===== config.mk =====
export PLATFORM = sky130hd
export DESIGN_NAME = cost_display_ctrl_flat
export DESIGN_NICKNAME = d
export VERILOG_FILES = /design/src/rtl/cost_display_ctrl_if.sv /design/src/rtl/cost_display_ctrl.sv /design/src/flat_wrapper.sv
export SDC_FILE = /design/constraint.sdc
export NUM_CORES = 1
export LEC_CHECK = 0
export CORE_UTILIZATION = 60
export DETAILED_ROUTE_END_ITERATION = 8
export PLACE_DENSITY = 0.81
export SLEW_MARGIN = 20
export SYNTH_ARGS = -nofsm -noshare
export SYNTH_HDL_FRONTEND = slang
export SYNTH_SLANG_ARGS = --single-unit

===== constraint.sdc =====
create_clock -name clk -period 9.3 [get_ports clk]
set_input_delay 0.93 -clock clk [delete_from_list [all_inputs] [get_ports clk]]
set_output_delay 0.93 -clock clk [all_outputs]
set_load 0.05 [all_outputs]

===== src/rtl/cost_display_ctrl_if.sv =====
// Cost readout bundle: conversion request/status from the accumulator side plus the display pins.
interface cost_display_ctrl_if;
  logic [13:0] cost;
  logic        load;
  logic        busy;
  logic        done;
  logic        ovf;
  logic [3:0]  an;
  logic [6:0]  seg;
  logic        dp;

  modport master (output cost, load, input busy, done, ovf, an, seg, dp);
  modport slave  (input cost, load, output busy, done, ovf, an, seg, dp);
endinterface


===== src/rtl/cost_display_ctrl.sv =====
// Cost readout: 14-bit cents -> 4 BCD digits via shift-add-3, then common-anode 4-digit scan.
// COST_DISPLAY_LZB_EN blanks the dollar-tens digit when it is zero.
module cost_display_ctrl #(
  parameter int SCAN_DIV = 100000
) (
  input logic                 clk,
  input logic                 rst,
  cost_display_ctrl_if.slave  ctrl
);

  localparam int PW = (SCAN_DIV > 1) ? $clog2(SCAN_DIV) : 1;
  localparam logic [13:0] MAX_COST = 14'd9999;

  typedef enum logic [1:0] {IDLE, SHIFT, DONE} state_t;

  state_t        state, state_nx;
  logic [13:0]   bin;
  logic [15:0]   bcd;
  logic [3:0]    cnt;
  logic          ovf_pend;
  logic          commit;

  logic [15:0]   digits, dig_nx;
  logic          ovf_q;
  logic [PW-1:0] presc;
  logic [1:0]    idx, idx_nx;
  logic          wrap;
  logic [3:0]    sel;
  logic [6:0]    seg_nx;
  logic [3:0]    an_q;
  logic [6:0]    seg_q;
  logic          dp_q;
  logic [29:0]   step;

  function automatic logic [15:0] add3(input logic [15:0] b);
    logic [15:0] r;
    r = b;
    for (int i = 0; i < 4; i++) begin
      if (b[4*i +: 4] >= 4'd5) r[4*i +: 4] = b[4*i +: 4] + 4'd3;
    end
    return r;
  endfunction

  function automatic logic [6:0] seg7(input logic [3:0] d);
    case (d)
      4'd0:    seg7 = 7'b1000000;
      4'd1:    seg7 = 7'b1111001;
      4'd2:    seg7 = 7'b0100100;
      4'd3:    seg7 = 7'b0110000;
      4'd4:    seg7 = 7'b0011001;
      4'd5:    seg7 = 7'b0010010;
      4'd6:    seg7 = 7'b0000010;
      4'd7:    seg7 = 7'b1111000;
      4'd8:    seg7 = 7'b0000000;
      4'd9:    seg7 = 7'b0010000;
      default: seg7 = 7'b1111111;
    endcase
  endfunction

  always_ff @(posedge clk or posedge rst) begin
    if (rst) state <= IDLE;
    else     state <= state_nx;
  end

  // The SHIFT state spends one extra cycle at cnt==14 so the commit edge
  // coincides with entry to DONE, making new digits visible while done is high.
  always_comb begin
    state_nx = state;
    commit   = 1'b0;
    case (state)
      IDLE:  if (ctrl.load) state_nx = SHIFT;
      SHIFT: if (cnt == 4'd14) begin
        state_nx = DONE;
        commit   = 1'b1;
      end
      DONE:  state_nx = IDLE;
      default: state_nx = IDLE;
    endcase
  end

  assign step = {add3(bcd), bin};

  always_ff @(posedge clk or posedge rst) begin
    if (rst) begin
      bin      <= '0;
      bcd      <= '0;
      cnt      <= '0;
      ovf_pend <= 1'b0;
    end else if (state == IDLE && ctrl.load) begin
      bin      <= (ctrl.cost > MAX_COST) ? MAX_COST : ctrl.cost;
      bcd      <= '0;
      cnt      <= '0;
      ovf_pend <= (ctrl.cost > MAX_COST);
    end else if (state == SHIFT && cnt != 4'd14) begin
      {bcd, bin} <= {step[28:0], 1'b0};
      cnt        <= cnt + 4'd1;
    end
  end

  always_comb begin
    wrap   = (presc == PW'(SCAN_DIV - 1));
    idx_nx = wrap ? idx + 2'd1 : idx;
    dig_nx = commit ? bcd : digits;
    sel    = dig_nx[{idx_nx, 2'b00} +: 4];
    seg_nx = seg7(sel);
`ifdef COST_DISPLAY_LZB_EN
    if (idx_nx == 2'd3 && sel == 4'd0) seg_nx = 7'b1111111;
`endif
  end

  // Display pins are registered from next-state values so a commit shows up
  // on the currently lit digit without disturbing the scan position.
  always_ff @(posedge clk or posedge rst) begin
    if (rst) begin
      presc  <= '0;
      idx    <= '0;
      digits <= '0;
      ovf_q  <= 1'b0;
      an_q   <= 4'b1110;
      seg_q  <= 7'b1000000;
      dp_q   <= 1'b1;
    end else begin
      presc <= wrap ? '0 : presc + PW'(1);
      idx   <= idx_nx;
      if (commit) begin
        digits <= bcd;
        ovf_q  <= ovf_pend;
      end
      an_q  <= ~(4'b0001 << idx_nx);
      seg_q <= seg_nx;
      dp_q  <= (idx_nx != 2'd2);
    end
  end

  assign ctrl.busy = (state != IDLE);
  assign ctrl.done = (state == DONE);
  assign ctrl.ovf  = ovf_q;
  assign ctrl.an   = an_q;
  assign ctrl.seg  = seg_q;
  assign ctrl.dp   = dp_q;

endmodule

===== src/flat_wrapper.sv =====
// flat-port wrapper written by rule: the top's interface ports become plain ports
module cost_display_ctrl_flat 
#(
  parameter int SCAN_DIV = 100000
)
  (clk, rst, ctrl_cost, ctrl_load, ctrl_busy, ctrl_done, ctrl_ovf, ctrl_an, ctrl_seg, ctrl_dp);
  cost_display_ctrl_if ctrl_i ();
  input logic clk;
  input logic rst;
  input wire logic [$bits(ctrl_i.cost)-1:0] ctrl_cost;
  input wire logic [$bits(ctrl_i.load)-1:0] ctrl_load;
  output wire logic [$bits(ctrl_i.busy)-1:0] ctrl_busy;
  output wire logic [$bits(ctrl_i.done)-1:0] ctrl_done;
  output wire logic [$bits(ctrl_i.ovf)-1:0] ctrl_ovf;
  output wire logic [$bits(ctrl_i.an)-1:0] ctrl_an;
  output wire logic [$bits(ctrl_i.seg)-1:0] ctrl_seg;
  output wire logic [$bits(ctrl_i.dp)-1:0] ctrl_dp;
  assign ctrl_i.cost = ctrl_cost;
  assign ctrl_i.load = ctrl_load;
  assign ctrl_busy = ctrl_i.busy;
  assign ctrl_done = ctrl_i.done;
  assign ctrl_ovf = ctrl_i.ovf;
  assign ctrl_an = ctrl_i.an;
  assign ctrl_seg = ctrl_i.seg;
  assign ctrl_dp = ctrl_i.dp;
  cost_display_ctrl #(.SCAN_DIV(SCAN_DIV)) u_core (.clk(clk), .rst(rst), .ctrl(ctrl_i));
endmodule

==> impl_metrics.prom, run 1 <==
# TYPE chip_impl_metric gauge
chip_impl_metric{name="firstDrtPassIters",unit=""} 5
chip_impl_info{name="tritoncts",value="built"} 1
chip_impl_metric{name="hold-worst-slack",unit="ns"} 0.4802
chip_impl_info{name="worstPathCellList",value="or4b_4, or4_4, nand3b_1, a21oi_1, nor3_1, inv_1, ha_1, inv_1, mux2i_1, mux2i_1"} 1
chip_impl_metric{name="cts_max_level",unit=""} 3
chip_impl_metric{name="fill_cells",unit=""} 501
chip_impl_metric{name="slew-limit-headroom",unit="%"} 37.38
chip_impl_info{name="rsz_0062_raised_after_global_routing",value="no"} 1
chip_impl_metric{name="synth_seq_cells",unit=""} 84
chip_impl_metric{name="ctsHoldBuffers",unit=""} 0
chip_impl_metric{name="syn_inst",unit=""} 411
chip_impl_metric{name="ff2ff_path_depth",unit=""} 10
chip_impl_info{name="crit-reg2reg-capture",value="u_core.ctrl.seg[3]$_DFF_PP0_"} 1
chip_impl_metric{name="grt_start_max_net_pins",unit=""} 85
chip_impl_metric{name="post_cts.resized_instances",unit=""} 0
chip_impl_metric{name="slew_violations",unit=""} 0
chip_impl_metric{name="grt_pass1_wl",unit="um"} 14150
chip_impl_metric{name="holdPathStages",unit=""} 2
chip_impl_metric{name="detailedPlace.worstSlack",unit="ns"} 5.933
chip_impl_metric{name="critical-path-max-stage-delay",unit="ns"} 0.59
chip_impl_metric{name="max_vdd_drop",unit="mV"} 0.1437
chip_impl_info{name="crit_type",value="reg -> reg"} 1
chip_impl_metric{name="final_cells",unit=""} 542
chip_impl_metric{name="die_area",unit="mm^2"} 0.007450
chip_impl_info{name="worstSetupEndpointType",value="flip-flop"} 1
chip_impl_metric{name="setup-tns-final",unit="ns"} 0
chip_impl_metric{name="synthToLayoutAreaGrowth",unit="%"} 13.79
chip_impl_metric{name="worstPathBufferInverterCount",unit=""} 2
chip_impl_metric{name="worstPathRequired",unit="ns"} 9.52
chip_impl_metric{name="power-per-cell-area",unit="mW/mm^2"} 283.7
chip_impl_metric{name="detail_route.iter0.violations",unit=""} 169
chip_impl_metric{name="setup_viol",unit=""} 0
chip_impl_metric{name="drt-wirelength-per-cell",unit="um"} 14.95
chip_impl_metric{name="post_cts_buffers",unit=""} 0
chip_impl_metric{name="antenna-diode-count",unit=""} 0
chip_impl_metric{name="detailed_route_via_count",unit=""} 3105
chip_impl_metric{name="synth_cell_type_count",unit=""} 55
chip_impl_metric{name="placementRows",unit=""} 30
chip_impl_info{name="holdPathEnd",value="u_core.bin[8]$_DFFE_PP0P_"} 1
chip_impl_info{name="critPathSlowestCell",value="sky130_fd_sc_hd__or4b_4"} 1
chip_impl_metric{name="core_area",unit="mm^2"} 0.006832
chip_impl_metric{name="portBuffers",unit=""} 31
chip_impl_metric{name="grt_overflow",unit=""} 0
chip_impl_metric{name="fp.dieW",unit="um"} 86.32
chip_impl_info{name="worst_path_dominant_cell_family",value="simple AND/OR/NAND/NOR gates"} 1
chip_impl_metric{name="arrival_time_of_the_worst_setup_path",unit="ns"} 3.62
chip_impl_metric{name="fin_nets",unit=""} 474
chip_impl_metric{name="globalRouteTotalUtil",unit="%"} 24.47
chip_impl_info{name="root_buffer",value="sky130_fd_sc_hd__clkbuf_8"} 1
chip_impl_info{name="status",value="finished, final reports clean"} 1
chip_impl_metric{name="hold_violations",unit=""} 0
chip_impl_metric{name="syn-num-nets",unit=""} 444
chip_impl_metric{name="setup.reg_to_reg.worst_slack",unit="ns"} 5.90
chip_impl_info{name="worst_hold_startpoint",value="u_core.bin[8]$_DFFE_PP0P_"} 1
chip_impl_metric{name="max_cap_viol_count",unit=""} 0
chip_impl_metric{name="cts.path.max_buffers",unit=""} 2
chip_impl_metric{name="min_period",unit="ns"} 3.397
chip_impl_info{name="hold_path.class",value="reg -> reg"} 1
chip_impl_metric{name="routed_wirelength",unit="um"} 8105
chip_impl_metric{name="worst_setup_hold_path_clk_slew",unit="ns"} 0.08
chip_impl_metric{name="timing.fmax",unit="GHz"} 0.2943
chip_impl_metric{name="cp_max_fo",unit=""} 7
chip_impl_metric{name="yosysSeqAreaShare",unit="%"} 49.40
chip_impl_metric{name="detail-route-antenna-nets",unit=""} 0
chip_impl_metric{name="first_global_vias",unit=""} 3053
chip_impl_metric{name="place.detailed.hpwl",unit="um"} 5434
chip_impl_info{name="worstReg2RegStart",value="u_core.presc[12]$_DFF_PP0_"} 1
chip_impl_metric{name="route.detailed.drc",unit=""} 0
chip_impl_metric{name="routabilityCongestion",unit=""} 0.8361
chip_impl_metric{name="drt-vias-per-instance",unit=""} 5.729
chip_impl_metric{name="synthesis.yosys.warnings",unit=""} 0
chip_impl_metric{name="place_inst",unit=""} 526
chip_impl_metric{name="final_layout_size_suffix_gt1_share",unit="%"} 13.90
chip_impl_metric{name="antenna_found_initial",unit=""} 0
chip_impl_metric{name="cts_inserted_buffers",unit=""} 9
chip_impl_metric{name="worst_pin_slew",unit="ns"} 0.9371
chip_impl_metric{name="synth.avg_cell_area",unit="um^2"} 10.38
chip_impl_metric{name="share_of_the_cycle_needed_by_the_critical_path_after_routing",unit="%"} 36.53
chip_impl_metric{name="worst_clock_skew",unit="ns"} 0.009537
chip_impl_metric{name="initial_utilization",unit="%"} 62.44
chip_impl_metric{name="die_h",unit="um"} 86.32
chip_impl_metric{name="design.portCount",unit=""} 32
chip_impl_info{name="critical_path.startpoint_type",value="flip-flop"} 1
chip_impl_metric{name="leakagePower",unit="nW"} 2.131
chip_impl_metric{name="post-route-worst-setup-slack",unit="ns"} 5.903
chip_impl_metric{name="tritoncts_num_sinks",unit=""} 84
chip_impl_metric{name="syn_area",unit="mm^2"} 0.004265
chip_impl_metric{name="clkLatencyLatePin",unit="ns"} 0.35
kinds of logic (layout without fill, tap and decap cells):
group,count (synthesis),count (layout),synth area share (%)
compound gates,70,70,9.769
xor+xnor,22,22,4.517
fa+ha+maj,16,16,4.693
buf+inv,37,72,3.755
flops,84,84,49.40
mux,31,31,9.123
simple gates,151,151,18.74
synthesized netlist by cell type (all sizes together):
cell    count  area share, %
or4b        1           0.32
buf         4           0.85
nand2b      7            1.0
nor3        8            1.5
a222oi      2           0.47
or3         2           0.32
and3        1           0.15
mux4        4            2.2
or2         2           0.35
xor2       11            2.3
inv        22            1.9
nor4        2           0.65
a211oi      1           0.18
nand4       5           0.73
o31ai       6            1.1
nand2      41            3.7
mux2       18            4.8
a21oi      25            3.4
o22ai       2           0.29
nor2b       5           0.73
and2        5           0.79
a311oi      1           0.21
dfstp       4            2.5
dfrtp      80             47
or4bb       4            1.1
or3b        1           0.21
a22oi       1           0.18
ha         16            4.7
a221oi      1           0.21
mux2i       9            2.1
nand3b      2           0.35
a31oi       2           0.29
xnor2      11            2.3
o21ai      28            3.3
nor2       34            3.0
nand3      28            3.3
a32o        1           0.23
clkbuf     11           0.97
or4         3           0.65
per-stage QoR:
stage	util [%]	instance area (um^2)	total power [mW]
2_1_floorplan	-	4265	0.9831
3_3_place_gp	67.99	4644	1.091
3_5_place_dp	67.99	4644	1.119
4_1_cts	70.95	4847	1.384
5_1_grt	71.04	4853	1.479
6_report	71.04	4853	1.377
cells in the final DEF, fill, tap and decap left out, types with 2 or more instances in the layout:
| cell type | Yosys | final |
|---|---|---|
| sky130_fd_sc_hd__a21oi_1 | 22 | 22 |
| sky130_fd_sc_hd__a21oi_2 | 2 | 2 |
| sky130_fd_sc_hd__a222oi_1 | 2 | 2 |
| sky130_fd_sc_hd__a31oi_1 | 2 | 2 |
| sky130_fd_sc_hd__and2_1 | 3 | 3 |
| sky130_fd_sc_hd__and2_2 | 2 | 2 |
| sky130_fd_sc_hd__buf_4 | 1 | 2 |
| sky130_fd_sc_hd__clkbuf_8 | 0 | 11 |
| sky130_fd_sc_hd__clkdlybuf4s50_1 | 0 | 31 |
| sky130_fd_sc_hd__clkinv_2 | 0 | 3 |
| sky130_fd_sc_hd__dfrtp_1 | 80 | 80 |
| sky130_fd_sc_hd__dfstp_2 | 4 | 4 |
| sky130_fd_sc_hd__ha_1 | 16 | 16 |
| sky130_fd_sc_hd__inv_1 | 22 | 21 |
| sky130_fd_sc_hd__mux2_2 | 17 | 17 |
| sky130_fd_sc_hd__mux2i_1 | 9 | 9 |
| sky130_fd_sc_hd__mux4_2 | 3 | 3 |
| sky130_fd_sc_hd__nand2_1 | 40 | 40 |
| sky130_fd_sc_hd__nand2b_1 | 7 | 6 |
| sky130_fd_sc_hd__nand3_1 | 28 | 28 |
| sky130_fd_sc_hd__nand3b_1 | 2 | 2 |
| sky130_fd_sc_hd__nand4_1 | 5 | 5 |
| sky130_fd_sc_hd__nor2_1 | 34 | 33 |
| sky130_fd_sc_hd__nor2b_1 | 5 | 5 |
| sky130_fd_sc_hd__nor3_1 | 6 | 6 |
| sky130_fd_sc_hd__nor3_4 | 2 | 2 |
| sky130_fd_sc_hd__o21ai_0 | 27 | 27 |
| sky130_fd_sc_hd__o22ai_1 | 2 | 2 |
| sky130_fd_sc_hd__o31ai_1 | 6 | 6 |
| sky130_fd_sc_hd__or4bb_1 | 4 | 4 |
| sky130_fd_sc_hd__xnor2_1 | 11 | 11 |
| sky130_fd_sc_hd__xor2_1 | 11 | 11 |
worst max path at each step:
| stage | from | cells after the start | end |
|---|---|---|---|
| 2_1_floorplan | rst | 1 | u_core.bcd[0]$_DFFE_PP0P_ |
| 5_1_grt | u_core.presc[12]$_DFF_PP0_ | 10 | u_core.ctrl.seg[3]$_DFF_PP0_ |
| 4_1_cts | u_core.presc[12]$_DFF_PP0_ | 10 | u_core.ctrl.seg[3]$_DFF_PP0_ |
| 3_5_place_dp | u_core.presc[12]$_DFF_PP0_ | 10 | u_core.ctrl.seg[3]$_DFF_PP0_ |
| 6_report | u_core.presc[12]$_DFF_PP0_ | 10 | u_core.ctrl.seg[3]$_DFF_PP0_ |
| 3_3_place_gp | u_core.presc[12]$_DFF_PP0_ | 10 | u_core.ctrl.seg[3]$_DFF_PP0_ |
layer usage:
| metal | vias to the layer above | GRT usage [%] | share of wire (%) | routed length [um] |
|---|---|---|---|---|
| met5 | - | 0 | 0 | 0 |
| li1 | 1489 | - | - | - |
| met1 | 1540 | 33.57 | 47 | 3800 |
| met4 | 0 | 10.45 | 1.7 | 140 |
| met2 | 63 | 39.61 | 49 | 3936 |
| met3 | 13 | 3.143 | 2.8 | 228 |
final cells by class:
class	instances	area (um^2)	share of cell area, %
Timing Repair Buffer	34	336.6	6.935
Multi-Input combinational cell	290	2003	41.27
Sequential cell	84	2107	43.41
Clock buffer	12	155.1	3.197
Tap cell	96	120.1	2.475
Clock inverter	4	47.55	0.9796
Inverter	22	83.83	1.727
power breakdown:
group | total, mW | internal, mW | switching, mW
Clock | 0.263 | 0.138 | 0.125
Combinational | 0.551 | 0.232 | 0.319
Sequential | 0.562 | 0.483 | 0.0796
worst register-to-register path, stage by stage (launching register included):
cell and delay, ns:
sky130_fd_sc_hd__dfrtp_1 0.46, sky130_fd_sc_hd__or4b_4 0.59, sky130_fd_sc_hd__or4_4 0.57, sky130_fd_sc_hd__nand3b_1 0.21, sky130_fd_sc_hd__a21oi_1 0.11, sky130_fd_sc_hd__nor3_1 0.54
sky130_fd_sc_hd__inv_1 0.19, sky130_fd_sc_hd__ha_1 0.35, sky130_fd_sc_hd__inv_1 0.04, sky130_fd_sc_hd__mux2i_1 0.13, sky130_fd_sc_hd__mux2i_1 0.08
state kept, by name (all words and copies together) (netlist names):
name,flops
u_core.bcd,16
u_core.bin,14
u_core.cnt,4
u_core.ctrl.an,4
u_core.ctrl.ovf,1
u_core.ctrl.seg,7
u_core.digits,16
u_core.idx,2
u_core.ovf_pend,1
u_core.presc,17
u_core.state,2
Note: power is estimated with default switching activity, not from simulation.
==> run 2: changes to the inputs <==
--- a/config.mk
+++ b/config.mk
@@ -5,9 +5,9 @@
 export SDC_FILE = /design/constraint.sdc
 export NUM_CORES = 1
 export LEC_CHECK = 0
-export CORE_UTILIZATION = 60
+export CORE_UTILIZATION = 53
 export DETAILED_ROUTE_END_ITERATION = 8
-export PLACE_DENSITY = 0.81
+export PLACE_DENSITY = 0.76
 export SLEW_MARGIN = 20
 export SYNTH_ARGS = -nofsm -noshare
 export SYNTH_HDL_FRONTEND = slang
==> constraint.sdc (replaced) <==
create_clock -name clk -period 2.9 [get_ports clk]
set_input_delay 0.29 -clock clk [delete_from_list [all_inputs] [get_ports clk]]
set_output_delay 0.29 -clock clk [all_outputs]
set_load 0.05 [all_outputs]
==> run 2 against run 1 <==
Net effect:
- total power rose to 3.4 times the previous value
- hold slack worse by 0.20 ns
- combinational power rose to 3.5 times the previous value
- clock skew increased by 0.0062 ns
- critical path depth did not move
- sequential share of layout area is 2.4 points lower
- final cell count is 5.7% higher
- worst setup slack worse by 5.8 ns
- largest cell class unchanged
- largest power group is now combinational logic
==> impl_metrics.prom, run 2 (synthesized netlist as in run 1, its figures left out) <==
# TYPE chip_impl_metric gauge
chip_impl_info{name="status",value="finished, final reports clean"} 1
chip_impl_metric{name="design.portCount",unit=""} 32
chip_impl_metric{name="largest_reg_flops",unit=""} 17
chip_impl_metric{name="first_global_vias",unit=""} 3142
chip_impl_info{name="reg_top3",value="u_core.presc x17, u_core.bcd x16, u_core.digits x16"} 1
chip_impl_metric{name="max_cap_viol_count",unit=""} 0
chip_impl_metric{name="core_area",unit="mm^2"} 0.007767
chip_impl_metric{name="place.detailed.hpwl",unit="um"} 5933
chip_impl_metric{name="clkLatencyLatePin",unit="ns"} 0.35
chip_impl_metric{name="clock_power_share",unit="%"} 19.7
chip_impl_metric{name="detail_route.iter0.violations",unit=""} 279
chip_impl_metric{name="sequentialPowerShare",unit="%"} 38.9
chip_impl_metric{name="min_period",unit="ns"} 2.814
chip_impl_info{name="cp-startpoint",value="u_core.presc[11]$_DFF_PP0_"} 1
chip_impl_metric{name="grt_start_max_net_pins",unit=""} 32
chip_impl_metric{name="max_vdd_drop",unit="mV"} 0.3396
chip_impl_metric{name="die_area",unit="mm^2"} 0.008411
chip_impl_metric{name="cp_max_fo",unit=""} 10
chip_impl_metric{name="detail-route-antenna-nets",unit=""} 0
chip_impl_metric{name="placementRows",unit=""} 32
chip_impl_metric{name="firstDrtPassIters",unit=""} 4
chip_impl_metric{name="drt-wirelength-per-cell",unit="um"} 15.49
chip_impl_info{name="most-common-layout-cells",value="sky130_fd_sc_hd__dfrtp_1, sky130_fd_sc_hd__nand2_1, sky130_fd_sc_hd__nor2_1, sky130_fd_sc_hd__clkdlybuf4s50_1, sky130_fd_sc_hd__nand3_1"} 1
chip_impl_metric{name="synthToLayoutAreaGrowth",unit="%"} 20.71
chip_impl_metric{name="grt_pass1_wl",unit="um"} 14530
chip_impl_metric{name="worst_setup_hold_path_clk_slew",unit="ns"} 0.09
chip_impl_metric{name="worst_pin_slew",unit="ns"} 0.9121
chip_impl_metric{name="slew-limit-headroom",unit="%"} 39.04
chip_impl_metric{name="leakagePower",unit="nW"} 2.274
chip_impl_metric{name="grt_overflow",unit=""} 0
chip_impl_info{name="crit-reg2reg-capture",value="u_core.ctrl.seg[6]$_DFF_PP1_"} 1
chip_impl_metric{name="final_cells",unit=""} 573
chip_impl_metric{name="routabilityCongestion",unit=""} 0.9076
chip_impl_metric{name="share_of_the_cycle_needed_by_the_critical_path_after_routing",unit="%"} 97.03
chip_impl_metric{name="arrival_time_of_the_worst_setup_path",unit="ns"} 3.10
chip_impl_metric{name="slew_violations",unit=""} 0
chip_impl_metric{name="die_h",unit="um"} 91.71
chip_impl_metric{name="ff2ff_path_depth",unit=""} 10
chip_impl_metric{name="critical-path-max-stage-delay",unit="ns"} 0.58
chip_impl_info{name="worstSetupEndpointType",value="flip-flop"} 1
chip_impl_metric{name="cts_max_level",unit=""} 3
chip_impl_metric{name="final_layout_size_suffix_gt1_share",unit="%"} 20.59
chip_impl_info{name="critical_path.endpoint",value="u_core.ctrl.seg[6]$_DFF_PP1_"} 1
chip_impl_metric{name="ctsHoldBuffers",unit=""} 0
chip_impl_metric{name="cts.path.max_buffers",unit=""} 2
chip_impl_metric{name="worstPathRequired",unit="ns"} 3.18
chip_impl_metric{name="power-per-cell-area",unit="mW/mm^2"} 903.1
chip_impl_metric{name="hold_violations",unit=""} 0
chip_impl_metric{name="initial_utilization",unit="%"} 54.91
chip_impl_metric{name="timing.fmax",unit="GHz"} 0.3554
chip_impl_info{name="final_common_cell",value="sky130_fd_sc_hd__dfrtp_1"} 1
chip_impl_metric{name="drt-vias-per-instance",unit=""} 5.609
chip_impl_metric{name="setup_viol",unit=""} 0
chip_impl_info{name="worstPathCellList",value="or4bb_1, or4_4, nand3b_1, buf_4, buf_4, a21oi_2, nor3_4, buf_12, mux2_4, mux2i_1"} 1
chip_impl_metric{name="portBuffers",unit=""} 31
chip_impl_metric{name="place_inst",unit=""} 545
chip_impl_metric{name="switching_share",unit="%"} 37.92
chip_impl_metric{name="detailed_route_via_count",unit=""} 3214
chip_impl_metric{name="cell_internal_pwr",unit="mW"} 2.887
chip_impl_metric{name="globalRouteTotalUtil",unit="%"} 21.60
chip_impl_metric{name="cts_inserted_buffers",unit=""} 9
chip_impl_info{name="critPathSlowestCell",value="sky130_fd_sc_hd__or4_4"} 1
chip_impl_info{name="hold_path.class",value="in -> async"} 1
chip_impl_metric{name="antenna-diode-count",unit=""} 0
chip_impl_metric{name="routed_wirelength",unit="um"} 8877
chip_impl_metric{name="fin_nets",unit=""} 499
chip_impl_metric{name="switching_power",unit="mW"} 1.763
chip_impl_metric{name="comb_power_share",unit="%"} 41.4
chip_impl_info{name="root_buffer",value="sky130_fd_sc_hd__clkbuf_8"} 1
chip_impl_info{name="crit_type",value="reg -> reg"} 1
chip_impl_metric{name="tritoncts_num_sinks",unit=""} 84
chip_impl_metric{name="report.power.total",unit="mW"} 4.650
chip_impl_metric{name="worst_clock_skew",unit="ns"} 0.01572
chip_impl_info{name="tritoncts",value="built"} 1
chip_impl_metric{name="antenna_found_initial",unit=""} 0
chip_impl_info{name="top_register",value="u_core.presc"} 1
chip_impl_metric{name="fp.dieW",unit="um"} 91.71
chip_impl_metric{name="route.detailed.drc",unit=""} 0
chip_impl_info{name="worstReg2RegStart",value="u_core.presc[11]$_DFF_PP0_"} 1
chip_impl_metric{name="setup.reg_to_reg.worst_slack",unit="ns"} 0.09
chip_impl_info{name="critical_path.most_common_cell",value="sky130_fd_sc_hd__buf_4"} 1
chip_impl_info{name="critical_path.startpoint_type",value="flip-flop"} 1
==> run 2: changes by cell type in the layout (fill, tap and decap cells not counted), moves of 3 or more <==
cell / before / now
sky130_fd_sc_hd__buf_4: 2 / 25
sky130_fd_sc_hd__a21oi_1: 22 / 19
sky130_fd_sc_hd__a21oi_2: 2 / 5
sky130_fd_sc_hd__buf_12: 0 / 3
==> run 2: layout make-up <==
cell class	count	area [um^2]
Multi-Input combinational cell	290	2052
Tap cell	102	127.6
Clock buffer	12	145.1
Sequential cell	84	2110
Inverter	22	83.83
Fill cell	600	2619
Timing Repair Buffer	59	558.0
Clock inverter	4	72.57
==> run 2: power groups by stage <==
| stage | sequential, mW | combinational [mW] | clock, mW |
|---|---|---|---|
| after global placement | 1.80 | 1.74 | 0 |
| after global routing | 1.86 | 2.14 | 0.974 |
| after floorplan | 1.91 | 1.24 | 0 |
| after CTS | 1.81 | 1.86 | 0.925 |
| after detailed placement | 1.83 | 1.82 | 0 |
| final | 1.81 | 1.92 | 0.915 |
==> run 2: how the worst min path moves through the flow <==
stage / endpoint
2_1_floorplan: u_core.bin[11]$_DFFE_PP0P_
3_3_place_gp: u_core.ovf_pend$_DFFE_PP0P_
3_5_place_dp: u_core.bin[8]$_DFFE_PP0P_
4_1_cts: u_core.digits[5]$_DFF_PP0_
5_1_grt: u_core.ctrl.seg[0]$_DFF_PP0_
6_report: u_core.ctrl.seg[0]$_DFF_PP0_
==> run 2: routing by layer <==
layer,wire length (um),global-route usage [%],vias to the layer above
met5,0,0,-
met4,135,6.120,0
met3,219,2.985,12
met2,4520,37.16,55
met1,4002,28.70,1613
li1,-,-,1534
==> run 2: critical path, delay by kind of cell, from the launching register on <==
kind	cells	cell delay, ns
compound gates	1	0.06
simple gates	4	1.43
flops	1	0.42
buf+inv	3	0.42
mux	2	0.42
==> run 2: per-stage QoR <==
stage / setup WS, ns / hold slack [ns] / util, % / TNS [ns] / area (um^2)
finish: 0.08626 / 0.2764 / 66.29 / 0 / 5149
global route: -0.02565 / 0.3281 / 66.29 / -0.04742 / 5149
CTS: 0.003615 / 0.2970 / 64.58 / 0 / 5016
detailed placement: -0.07078 / 0.4616 / 61.53 / -0.07078 / 4780
global placement: 0.05214 / 0.4531 / 61.53 / 0 / 4780
floorplan: 0.05185 / 0.4112 / - / 0 / 4270
==> run 2: what timing repair did <==
action                                  CTS  global route
endpoints found under the hold margin     0             0
gates resized for setup                   2            11
pin swaps                                 1             8
buffers inserted                          1            11
endpoints found under the setup margin    5             7
==> run 3: changes to the inputs <==
--- a/config.mk
+++ b/config.mk
@@ -6,6 +6,7 @@
 export NUM_CORES = 1
 export LEC_CHECK = 0
 export CORE_UTILIZATION = 53
+export CTS_CLUSTER_SIZE = 40
 export DETAILED_ROUTE_END_ITERATION = 8
 export PLACE_DENSITY = 0.76
 export SLEW_MARGIN = 20
==> results of run 3 <==
The final DEF is identical to that of run 2; final timing and power are the same.
